## src/rtl/seq_det.sv

```systemverilog
// Serial 8-bit pattern detector with fill tracking and saturating match counter.
// Define SEQ_DET_OVERLAP_EN for overlapping detection; the default build is non-overlapping.
module seq_det #(
   parameter logic [7:0] PATTERN = 8'hB6
) (
   input  logic       clk,
   input  logic       reset,
   input  logic       din_valid,
   input  logic       din,
   input  logic       clear,
   output logic       detected,
   output logic [7:0] match_count,
   output logic [3:0] fill
);

   localparam int unsigned HIST_W  = 8;
   localparam int unsigned FILL_W  = 4;
   localparam int unsigned COUNT_W = 8;

   localparam logic [FILL_W-1:0]  FILL_FULL = FILL_W'(HIST_W);
   localparam logic [COUNT_W-1:0] COUNT_MAX = {COUNT_W{1'b1}};

   logic [HIST_W-1:0]  shreg_q, shreg_d;
   logic [FILL_W-1:0]  fill_q, fill_d;
   logic [FILL_W-1:0]  fill_inc;
   logic [COUNT_W-1:0] match_count_q, match_count_d;
   logic               detected_q, detected_d;

   // State register; reset dominates clear and din_valid
   always_ff @(posedge clk) begin
      if (reset) begin
         shreg_q       <= '0;
         fill_q        <= '0;
         match_count_q <= '0;
         detected_q    <= 1'b0;
      end else begin
         shreg_q       <= shreg_d;
         fill_q        <= fill_d;
         match_count_q <= match_count_d;
         detected_q    <= detected_d;
      end
   end

   // History shift, fill tracking and match evaluation on next-state values
   always_comb begin
      shreg_d       = shreg_q;
      fill_d        = fill_q;
      match_count_d = match_count_q;
      detected_d    = 1'b0;
      fill_inc      = (fill_q == FILL_FULL) ? FILL_FULL : fill_q + FILL_W'(1);

      if (clear) begin
         shreg_d = '0;
         fill_d  = '0;
      end else if (din_valid) begin
         shreg_d = {shreg_q[HIST_W-2:0], din};
         fill_d  = fill_inc;
         if ((fill_inc == FILL_FULL) && ({shreg_q[HIST_W-2:0], din} == PATTERN)) begin
            detected_d = 1'b1;
            if (match_count_q != COUNT_MAX) begin
               match_count_d = match_count_q + COUNT_W'(1);
            end
`ifdef SEQ_DET_OVERLAP_EN
            fill_d = FILL_FULL;
`else
            fill_d = '0;
`endif
         end
      end
   end

   assign detected    = detected_q;
   assign match_count = match_count_q;
   assign fill        = fill_q;

endmodule

```

## config.mk

```make
export PLATFORM = sky130hd
export DESIGN_NAME = seq_det
export DESIGN_NICKNAME = d
export VERILOG_FILES = /design/src/rtl/seq_det.sv
export SDC_FILE = /design/constraint.sdc
export NUM_CORES = 1
export LEC_CHECK = 0
export CORE_MARGIN = 1
export CORE_UTILIZATION = 30
export DETAILED_ROUTE_END_ITERATION = 12
export GPL_ROUTABILITY_DRIVEN = 1
export GPL_TIMING_DRIVEN = 0
export SLEW_MARGIN = 20
export SYNTH_ARGS = -nofsm -noshare
export SYNTH_HDL_FRONTEND = slang
export SYNTH_SLANG_ARGS = --single-unit
```

## constraint.sdc

```tcl
create_clock -name clk -period 6.3 [get_ports clk]
set_input_delay 0.945 -clock clk [delete_from_list [all_inputs] [get_ports clk]]
set_output_delay 0.945 -clock clk [all_outputs]
set_load 0.01 [all_outputs]
```

=== Word level (Yosys, flattened, before mapping) ===
Cells that the tools add are included.

* Register bits after elaboration: 20
* Bits of input ports: 5
* Output and inout port bits: 13
* Word-level logic and storage cells: 19

* Add/subtract/negate cells: 2
* Equality and inequality tests: 4
* Mux-type cells: 3
* Bitwise gates (word level): 2
* Reductions and logical operators: 4

{| class="wikitable"
|+ Operators with widths
! operator !! number
|-
| adder 8 x 1 -> 8 bit, second input constant || 1
|-
| == test 4 bit, second input constant || 2
|-
| == test 8 bit, second input constant || 1
|-
| 2-to-1 mux 4 bit || 2
|-
| inequality test 8 bit, second input constant || 1
|-
| adder 4 x 1 -> 4 bit, second input constant || 1
|-
| AND reduction 4 bit || 1
|-
| OR reduction 3 bit || 1
|-
| NOT 1 bit || 2
|-
| OR reduction 2 bit || 1
|-
| logical AND 1 bit || 1
|-
| 2-to-1 mux 1 bit || 1
|}

=== Logic depth before layout (Yosys ltp) ===
* Depth in word-level cells: 5
* Depth in mapped cells: 8
* Mapped depth without buffers: 7

=== Least setup slack after synthesis ===
OpenSTA, ideal clock, no wires.

* Kind: input port to flip-flop
* Start point: input din
* End point: register match_count_q[7], in the netlist match_count[7]
* Setup time: 0.123 ns
* Arrival time: 2.524 ns
* Data required time: 6.177 ns
* Setup slack: 3.653 ns
* Stages on the path: 6
* Buffers on the path: 1
* Path through: and4bb_1 -> nand4b_2 -> or4_1 -> buf_2 -> nor4_1 -> mux2_1

* Cells in the longest elaborated chain, start to end: 3

{| class="wikitable"
|+ RTL lines
! element !! RTL line !! RTL
|-
| from (decl) || 9 || <nowiki>input logic din,</nowiki>
|-
| == test 8 bit || 58 || <nowiki>if ((fill_inc == FILL_FULL) && ({shreg_q[HIST_W-2:0], din} == PATTERN)) begin</nowiki>
|-
| logical AND 1 bit || 58 ||
|-
| AND reduction 4 bit (no line) || -- ||
|-
| to (signal assigned) || 39 || <nowiki>match_count_q <= match_count_d;</nowiki>
|-
| to (decl) || 26 || <nowiki>logic [COUNT_W-1:0] match_count_q, match_count_d;</nowiki>
|}

No other way between the ends.
A chain may end at the register's enable or synchronous reset.

=== Final worst setup path ===
Same ends and word-level chain as after synthesis.

==> results.sh <==
export IMPL_status="complete, but fails checks"
export IMPL_violations="DRC"
export IMPL_syn_area_um2=941
export IMPL_grt_ovfl_total=0
export IMPL_rsz0062_at_grt="no"
export IMPL_timing_max_cap_violations=0
export IMPL_first_pass_iters=8
export IMPL_diodes=0
export IMPL_postSynthAreaPerCell_um2=9.13
export IMPL_drtIter0Drc=26
export IMPL_end_kind="flop"
export IMPL_setup_worst_path_start_class="input pin"
export IMPL_grt_pass1_wl_um=3060
export IMPL_setup_ws_ns=3.41
export IMPL_htreeDepth=1
export IMPL_clk_pin_slew_worst_paths_ns=0.11
export IMPL_fin_setup_tns_ns=0
export IMPL_ios=18
export IMPL_synth_commonest_cells="dfxtp_1 (20), nor2_1 (15), mux2i_1 (9)"
export IMPL_crit_required_ns=6.49
export IMPL_cts_root_buffer_cell="clkbuf_4"
export IMPL_initial_utilization_pct=33.0
export IMPL_dieArea_um2=3360
export IMPL_core_area_um2=2850
export IMPL_crit_type="in -> reg"
export IMPL_yosysUniqueCellTypes=33
export IMPL_slew_headroom_pct=41.5
export IMPL_cp_max_fo=8
export IMPL_period_minus_slack_ns=2.89
export IMPL_io_buffer_count=17
export IMPL_yosysMostFrequentCell="dfxtp_1"
export IMPL_cts_buffers=3
export IMPL_area_growth_syn_to_layout_pct=26.1
export IMPL_syn_num_nets=111
export IMPL_synthCells=103
export IMPL_ys_ff_latch=20
export IMPL_viasPerCell=5.23
export IMPL_routed_wl_um=1810
export IMPL_ant_nets=0
export IMPL_finalCritPeriodShare_pct=45.9
export IMPL_r2r_start="fill[0]$_SDFFE_PP0P_"
export IMPL_synth_async_reset_ratio_pct=0
export IMPL_drc_errors=3
export IMPL_post_synth_top_area_fraction_pct=42.6
export IMPL_clock_path_buffers=2
export IMPL_grt_usage_pct=11.7
export IMPL_gp_congestion=0.748
export IMPL_synth_seq_area_share_pct=42.6
export IMPL_ir_worst_vdd_mv=0.0945
export IMPL_r2r_setup_slack_ns=3.83
export IMPL_rr_worst_depth=7
export IMPL_drv_slew=0
export IMPL_synthesis_yosys_warnings=0
export IMPL_die_width_um=58.0
export IMPL_grt_pass1_vias=717
export IMPL_hold_class="reg -> reg"
export IMPL_synth_ff_type="dfxtp_1"
export IMPL_cts_setup_buffers=0
export IMPL_worstHoldEndpoint="match_count[6]$_SDFFE_PP0P_"
export IMPL_hpwl_um=1330
export IMPL_die_height_um=58.0
export IMPL_placement_rows=19
export IMPL_insertion_delay_ns=0.29
export IMPL_max_freq_ghz=0.346
export IMPL_worstHoldStart="match_count[6]$_SDFFE_PP0P_"
export IMPL_hold_path_cell_count=2
export IMPL_postCtsHoldBufs=0
export IMPL_post_cts_resized=0
export IMPL_cts_tree="built"
export IMPL_rr_endpoint="match_count[7]$_SDFFE_PP0P_"
export IMPL_synth_edf_count=0
export IMPL_tightest_slew_ns=0.869
export IMPL_yosysTopAreaCell="dfxtp_1"
export IMPL_power_density_nw_per_um2=181
export IMPL_arrival_ns=3.09
export IMPL_pre_cts_ws_ns=3.07
export IMPL_drive_gt1_share_pct=8.87
export IMPL_wl_per_cell_um=11.7
export IMPL_hold_viol_final=0
export IMPL_setup_viol=0
export IMPL_cts_sinks=20
export IMPL_grt_antenna_before_repair=0
export IMPL_synth_area_leaders="dfxtp_1 (43%), mux2i_1 (9.6%), nor2_1 (6.0%)"
export IMPL_finalClockSkew_ns=0.00290
export IMPL_p_leak_nw=0.448
export IMPL_layout_nets=133
export IMPL_grt_max_degree=12
export IMPL_vias=810
==> area by class of cell <==
type / instances / area, um^2
plain buffers: 4 / 20.0
multi-input cells: 75 / 505
well taps: 31 / 38.8
repair buffers: 17 / 170
inverters: 4 / 15.0
flip-flops and latches: 20 / 400
fillers: 317 / 1670
clock buffers: 4 / 36.3
==> power breakdown <==
group / internal (W) / total (W) / switching [W] / leakage, nW
registers: 0.000127 / 0.000128 / 0.000000732 / 0.161
logic: 0.00000693 / 0.0000137 / 0.00000676 / 0.265
clock network: 0.0000352 / 0.0000727 / 0.0000375 / 0.0210
total: 0.000169 / 0.000214 / 0.0000450 / 0.448
==> critical path: stages <==
cell,delay (ns)
clkdlybuf4s50_1,0.42
and4bb_1,0.27
nand4b_2,0.14
or4_1,0.51
buf_2,0.17
nor4_1,0.28
mux2_1,0.34
==> layer usage <==
metal | wire, um | GRT usage (%) | up-vias
met4 | 7 | 5.10 | 0
met2 | 846 | 19.5 | 18
met1 | 862 | 14.7 | 388
met3 | 90 | 2.23 | 2
li1 | - | - | 402
met5 | 0 | 0 | -
==> worst max-delay path by stage <==
stage | startpoint | to | slack [ns] | cells after the start
4_1_cts | din | match_count[7]$_SDFFE_PP0P_ | 3.40 | 7
3_5_place_dp | din | match_count[7]$_SDFFE_PP0P_ | 3.07 | 7
2_1_floorplan | din | match_count[7]$_SDFFE_PP0P_ | 3.65 | 6
3_3_place_gp | din | match_count[7]$_SDFFE_PP0P_ | 3.10 | 7
5_1_grt | din | match_count[4]$_SDFFE_PP0P_ | 3.23 | 6
6_report | din | match_count[7]$_SDFFE_PP0P_ | 3.41 | 7
==> stage by stage <==
stage	cell area (um^2)	total power [W]	hold slack, ns	util, %	instances
CTS	1190	0.000218	0.520	41.6	155
detailed placement	1150	0.000144	0.494	40.3	151
finish	1190	0.000214	0.516	41.6	155
global route	1190	0.000225	0.550	41.6	155
floorplan	941	0.000139	0.452	-	103
global placement	1150	0.000144	0.469	40.3	151
==> sequential cells by signal (all words and copies together) (netlist names) <==
register and count:
detected 1, fill 4, shreg_q 7, match_count 8
==> cells by family after synthesis <==
family	count (synthesis)	share of synthesized area (%)
buffers and inverters	8	3.72
flip-flops	20	42.6
AND/OR/NAND/NOR	43	25.3
XOR/XNOR	3	2.79
multiplexers	12	13.2
AO/OA/AOI/OAI	14	8.51
adder cells (fa/ha/maj)	3	3.99
==> placed cells by master (no fill, tap or decap), types with 2 or more instances in the layout <==
master / count
nand2_1: 5
inv_1: 4
ha_1: 3
clkbuf_4: 3
dfxtp_1: 20
nor2b_1: 3
o21ai_0: 5
or4_1: 2
nand3_1: 4
a21oi_1: 6
nor4_1: 3
mux2_2: 2
nor2_1: 15
clkdlybuf4s50_1: 17
xnor2_1: 2
mux2i_1: 9
or3_1: 2
Power figures use the tool's default switching activity.
